--- config.mk ---
export PLATFORM = sky130hd
export DESIGN_NAME = pattern_detector
export DESIGN_NICKNAME = d
export VERILOG_FILES = /design/src/rtl/pattern_detector.sv
export SDC_FILE = /design/constraint.sdc
export NUM_CORES = 1
export LEC_CHECK = 0
export ABC_AREA = 1
export CORE_MARGIN = 4
export CORE_UTILIZATION = 53
export CTS_CLUSTER_SIZE = 30
export DETAILED_ROUTE_END_ITERATION = 12
export PLACE_DENSITY = 0.86
export SLEW_MARGIN = 20
export SYNTH_ARGS = -nofsm -noshare
export SYNTH_HDL_FRONTEND = slang
export SYNTH_SLANG_ARGS = --single-unit
--- constraint.sdc ---
create_clock -name clock -period 3.65 [get_ports clock]
set_input_delay 0.365 -clock clock [delete_from_list [all_inputs] [get_ports clock]]
set_output_delay 0.365 -clock clock [all_outputs]
set_load 0.05 [all_outputs]
--- src/rtl/pattern_detector.sv ---
// Serial bit-pattern detector: shifts accepted bits into a history window,
// pulses detect one cycle after a full-pattern match and keeps a saturating match count.
module pattern_detector #(
    parameter int                       PATTERN_WIDTH = 3,
    parameter logic [PATTERN_WIDTH-1:0] PATTERN       = 3'b101,
    parameter int                       OVERLAP       = 1,
    parameter int                       COUNT_WIDTH   = 8
) (
    input  logic                                 clock,
    input  logic                                 clear,
    input  logic                                 enable,
    input  logic                                 d,
    input  logic                                 count_clear,
    output logic                                 detect,
    output logic [COUNT_WIDTH-1:0]               match_count,
    output logic                                 saturated,
    output logic [$clog2(PATTERN_WIDTH+1)-1:0]   fill
);

    localparam int FW = $clog2(PATTERN_WIDTH + 1);
    localparam logic [FW-1:0]          FILL_MAX  = FW'(PATTERN_WIDTH);
    localparam logic [FW-1:0]          FILL_ARM  = FW'(PATTERN_WIDTH - 1);
    localparam logic [COUNT_WIDTH-1:0] COUNT_MAX = {COUNT_WIDTH{1'b1}};

    generate
        if (PATTERN_WIDTH < 2 || PATTERN_WIDTH > 16 ||
            COUNT_WIDTH < 1 || COUNT_WIDTH > 32 ||
            (OVERLAP != 0 && OVERLAP != 1)) begin : g_param_check
            $error("pattern_detector: illegal parameter value");
        end
    endgenerate

    // Only the newest N-1 bits are kept: the oldest bit of an N-bit window
    // falls out on the very shift that completes the next window.
    logic [PATTERN_WIDTH-2:0] r_hist;
    logic [FW-1:0]            r_fill;
    logic                     r_detect;
    logic [COUNT_WIDTH-1:0]   r_count;
    logic                     r_sat;

    logic [PATTERN_WIDTH-1:0] w_window;
    logic                     w_match;
    logic [COUNT_WIDTH-1:0]   w_count_inc;

    assign w_window    = {r_hist, d};
    assign w_match     = enable && (r_fill >= FILL_ARM) && (w_window == PATTERN);
    assign w_count_inc = (r_count == COUNT_MAX) ? r_count : r_count + COUNT_WIDTH'(1);

    always_ff @(posedge clock) begin
        if (clear) begin
            r_hist   <= '0;
            r_fill   <= '0;
            r_detect <= 1'b0;
            r_count  <= '0;
            r_sat    <= 1'b0;
        end else begin
            r_detect <= w_match;

            if (enable) begin
                r_hist <= w_window[PATTERN_WIDTH-2:0];
                if (OVERLAP == 0 && w_match) begin
                    r_fill <= '0;
                end else if (r_fill != FILL_MAX) begin
                    r_fill <= r_fill + FW'(1);
                end
            end

            // A match coinciding with count_clear is counted as the first
            // match after the clear rather than being lost.
            if (count_clear) begin
                r_count <= w_match ? COUNT_WIDTH'(1) : '0;
                r_sat   <= w_match && (COUNT_WIDTH == 1);
            end else if (w_match) begin
                r_count <= w_count_inc;
                r_sat   <= r_sat || (w_count_inc == COUNT_MAX);
            end
        end
    end

    assign detect      = r_detect;
    assign match_count = r_count;
    assign saturated   = r_sat;
    assign fill        = r_fill;

endmodule

Word-level counts from Yosys, hierarchy flattened
Cells that the tools add are included.
{"block": "classes", "reduce_logical": 6, "add_sub_neg": 2, "n_eq_ne": 4, "div_mod_pow": 0, "n_lt_le_gt_ge": 1, "n_shift": 0, "muxes": 4, "n_mul": 0, "bitwise": 0}
{"op": "2-to-1 mux 8 bit", "count": 3}
{"op": "== test 8 bit (second input constant)", "count": 2}
{"op": "adder 8 x 1 -> 8 bit (second input constant)", "count": 1}
{"op": "== test 3 bit (second input constant)", "count": 1}
{"op": "adder 2 x 1 -> 2 bit (second input constant)", "count": 1}
{"op": "greater-or-equal comparator 2 bit (second input constant)", "count": 1}
{"op": "logical AND 1 bit", "count": 2}
{"op": "!= test 2 bit (second input constant)", "count": 1}
{"op": "AND reduction 2 bit", "count": 1}
{"op": "nonzero test 2 bit", "count": 1}
{"op": "OR reduction 2 bit", "count": 1}
{"op": "logical OR 1 bit", "count": 1}
{"op": "2-to-1 mux 1 bit", "count": 1}
{"block": "totals", "latch_bits": 0, "word_cells": 22, "mem_bits_rw": 0, "mem_bits_ro": 0, "inputBits": 5, "out_inout_bits": 12, "register_bits": 14, "n_memories": 0}

Logic depth before layout (Yosys ltp)
{"block": "depth", "word_depth": 5, "ltp_mapped": 10, "depth_no_buf": 10}

Worst setup path after synthesis
No wires, ideal clock.
{"block": "synth_path", "path_type": "register to register", "startpoint": "reg r_count[0], in the netlist match_count[0]", "endpoint": "reg r_sat, in the netlist saturated", "period_less_slack_ns": 1.811, "setup_time_ns": 0.066, "required_time_ns": 3.584, "arrival_time_ns": 1.745, "path_buffers": 0, "stages_incl_launch_ff": 10, "setup_slack_ns": 1.839, "cell_sequence": "dfxtp_1 > ha_1 > nand2_2 > nor2_4 > nand3_1 > nand2_1 > nand2_1 > nor2_1 > nand3_1 > a21oi_2"}
{"block": "synth_via", "elab_chain_len": 4, "word_cells_on_any_way": 5, "classes_between": "add/sub: 1; eq/ne: 2; mux: 1; reduce/logical: 1"}
{"element": "start: declaration", "line": "38", "rtl": "logic [COUNT_WIDTH-1:0] r_count;"}
{"element": "start signal: assignment", "line": "71", "rtl": "r_count <= w_match ? COUNT_WIDTH'(1) : '0;"}
{"element": "start signal: assignment", "line": "74", "rtl": "r_count <= w_count_inc;"}
{"element": "adder 8 x 1 -> 8 bit / == test 8 bit (equally long branches)", "line": "47", "rtl": "assign w_count_inc = (r_count == COUNT_MAX) ? r_count : r_count + COUNT_WIDTH'(1);"}
{"element": "2-to-1 mux 8 bit (*)", "line": "47"}
{"element": "== test 8 bit (*)", "line": "75", "rtl": "r_sat <= r_sat || (w_count_inc == COUNT_MAX);"}
{"element": "logical OR 1 bit (*)", "line": "75"}
{"element": "end signal: assignment", "line": "72", "rtl": "r_sat <= w_match && (COUNT_WIDTH == 1);"}
{"element": "end signal: assignment", "line": "75"}
{"element": "end: declaration", "line": "39", "rtl": "logic r_sat;"}
Every way passes the cells marked *; elsewhere a longest branch is shown, timed or not.
A chain may end at the register's enable or synchronous reset.

Worst setup path after layout
{"block": "layout_path", "startpoint": "reg r_count[2], in the netlist match_count[2]", "endpoint": "out match_count[2]"}
{"element": "end: declaration", "line": "15", "rtl": "output logic [COUNT_WIDTH-1:0] match_count,"}
No word-level cell between the ends.

==> metrics <==
share of the synthesized area in the top cell type=0.337; NumNets Final=153; warnings from Yosys=0; slowest CP cell=clkdlybuf4s50_1; clk_skew=0.00371 ns; worst rel slew slack=0.657; Post-CTS Hold Fix Bufs=0; dpl hpwl=1.45 mm; required time worst endpoint=3.28 ns; first-pass GRT wire length=3.12 mm; antenna violations before repair=0; WS Path Type=register to primary output; top_reg_cell synth=dfxtp_1; Leak Pwr=0.413 nW; CTS clock-pin slew for the worst setup and hold paths=0.08 ns; cell taking the most area after synthesis=dfxtp_1; via count=850; count leader, synth=nand2_1; Post-Route WL=1.87 mm; status=finished clean; pwr dens=291 nW/µm²; Slew @ Worst Pin=0.513 ns; min cycle time layout=2.02 ns; Inserted Diodes=0; sw frac=0.241; CP Max Fanout=8; Iter 0 DRT Violations=8; CTS tree=done; total CTS buffers=3; Power Internal=0.229 mW; H-tree depth=1; clock share of power=0.367; drt drc=0; pin count of the biggest net entering global routing=14; Die ar.=2260 µm²; clock latency on the worst-skew pair=0.28 ns; CTS root buffer=clkbuf_4; routed length per instance=11.7 µm; fin. max-slew vios=0; Seq pwr share=0.528; Hold Crit Class=register to register; Post CTS Setup Buffer Count=0; IO buf count=16; core box area=1490 µm²; P&R area growth vs syn=24.7%; list of most frequent post-synthesis cells=41 x nand2_1, 14 x dfxtp_1, 14 x inv_1, 13 x a21oi_1, 11 x nor2_1; Die W=47.6 µm; part of the cycle the worst path needs=0.553; share of cells above drive strength 1=0.0903; crit-path max cell delay=0.87 ns; Crit path max-delay family=buffers and inverters; Vias/cell=5.31; Net Sw Power=0.0728 mW; clk buf depth=2; Setup crit end kind=primary output; fraction of registers with async set/reset=0; Buffers & Inverters on Critical Path=1; Mapped Cells=126; combinational share of power=0.106; EDFF count, synth=0; Die Span Y=47.6 µm; vias in the first global route=770; fill cell count=130; FP Rows=14; max frequency=0.496 GHz; Post-Syn Area=831 µm²; CP Cell Sequence=clkdlybuf4s50_1; total gr overflow=0; top post-synthesis cells by area=dfxtp_1 34%, nand2_1 19%, a21oi_1 7.8%, inv_1 6.3%, nand3_1 6.0%; GRT Total Usage=0.191; Synth Area per Inst=6.59 µm²; Max Cap Viol=0; post-cts resize count=0; Final TNS setup=0 ns; Critical Path Start Type=register; I/O pin count=17; final setup vio count=0; Final ANT Viol Nets=0; Critical Path AT=1.65 ns; Synth Register Bits=14; Netlist cell types=21; Starting Density=0.558; clk sink count=14; global placement routability congestion=0.796; final hold violation count=0; unrepaired setup endpoints after global routing=false; Mapped Nets=134; DR pass1 iterations=4; Peak VDD IR=0.249 mV; post-synthesis sequential area ratio=0.337; fin cells=160; Hold WS=0.462 ns; placed cell count=156
[final cells by class]
class	count	area, µm²	area share
clock buffer	4	36.3	0.0350
inverter	14	52.6	0.0507
multi-input combinational	96	487	0.470
sequential	14	280	0.271
tap	16	20.0	0.0193
timing repair buffer	16	160	0.155
[power by group through the flow]
stage	Clock (mW)	Sequential [mW]	Combinational (mW)
2_1_floorplan	0	0.169	0.0121
3_3_place_gp	0	0.162	0.0310
3_5_place_dp	0	0.163	0.0319
4_1_cts	0.112	0.159	0.0320
5_1_grt	0.119	0.160	0.0350
6_report	0.111	0.159	0.0319
[metrics by stage]
step,setup slack [ns],area (µm²),util,power [mW]
after floorplan,1.84,831,-,0.182
after global placement,1.90,1000,0.671,0.193
after detailed placement,1.81,1000,0.671,0.194
after CTS,1.64,1040,0.696,0.303
after global routing,1.57,1040,0.696,0.314
final,1.63,1040,0.696,0.301
[placed cells by master (no fill, tap or decap)]
master | Yosys | layout
clkbuf_8 | 0 | 1
ha_1 | 3 | 3
xor2_1 | 1 | 1
clkbuf_4 | 0 | 3
nand4_1 | 1 | 1
nand3_1 | 10 | 10
dfxtp_1 | 14 | 14
xnor2_1 | 1 | 1
clkdlybuf4s50_1 | 0 | 16
nor2_1 | 11 | 11
nor3_2 | 1 | 1
nand2_1 | 41 | 41
a21oi_1 | 13 | 13
a21oi_2 | 1 | 1
nand2_4 | 1 | 1
o21bai_1 | 1 | 1
nor2_4 | 3 | 3
o21ai_0 | 4 | 4
nand2_2 | 2 | 2
inv_1 | 14 | 14
o21ai_1 | 1 | 1
or2_2 | 1 | 1
[kinds of logic after synthesis]
| group | after synthesis | synth area share |
|---|---|---|
| XOR/XNOR | 2 | 0.0211 |
| AO/OA/AOI/OAI | 20 | 0.128 |
| flip-flops | 14 | 0.337 |
| adder cells (fa/ha/maj) | 3 | 0.0452 |
| AND/OR/NAND/NOR | 71 | 0.392 |
| buffers and inverters | 16 | 0.0768 |
[state kept, by name (all words and copies together) (netlist names)]
| name | flops |
|---|---|
| fill | 2 |
| r_hist | 2 |
| detect | 1 |
| saturated | 1 |
| match_count | 8 |
[worst paths after layout]
check / from / endpoint / slack [ns] / cells past startpoint
setup reg to reg: match_count[0] / saturated / 1.94 / 9
hold / removal: saturated / saturated / 0.46 / 2
setup / recovery: match_count[2] / match_count[2] / 1.63 / 1
hold reg to reg: saturated / saturated / 0.46 / 2
[layer usage]
layer  global-route usage  up-vias  part of all wire
li1                     -      436                 -
met1                0.223      391              0.42
met2                0.348       18              0.52
met3               0.0263        5             0.036
met4               0.0806        0             0.019
met5                    0        -                 0
(Power assumes the default switching activity.)
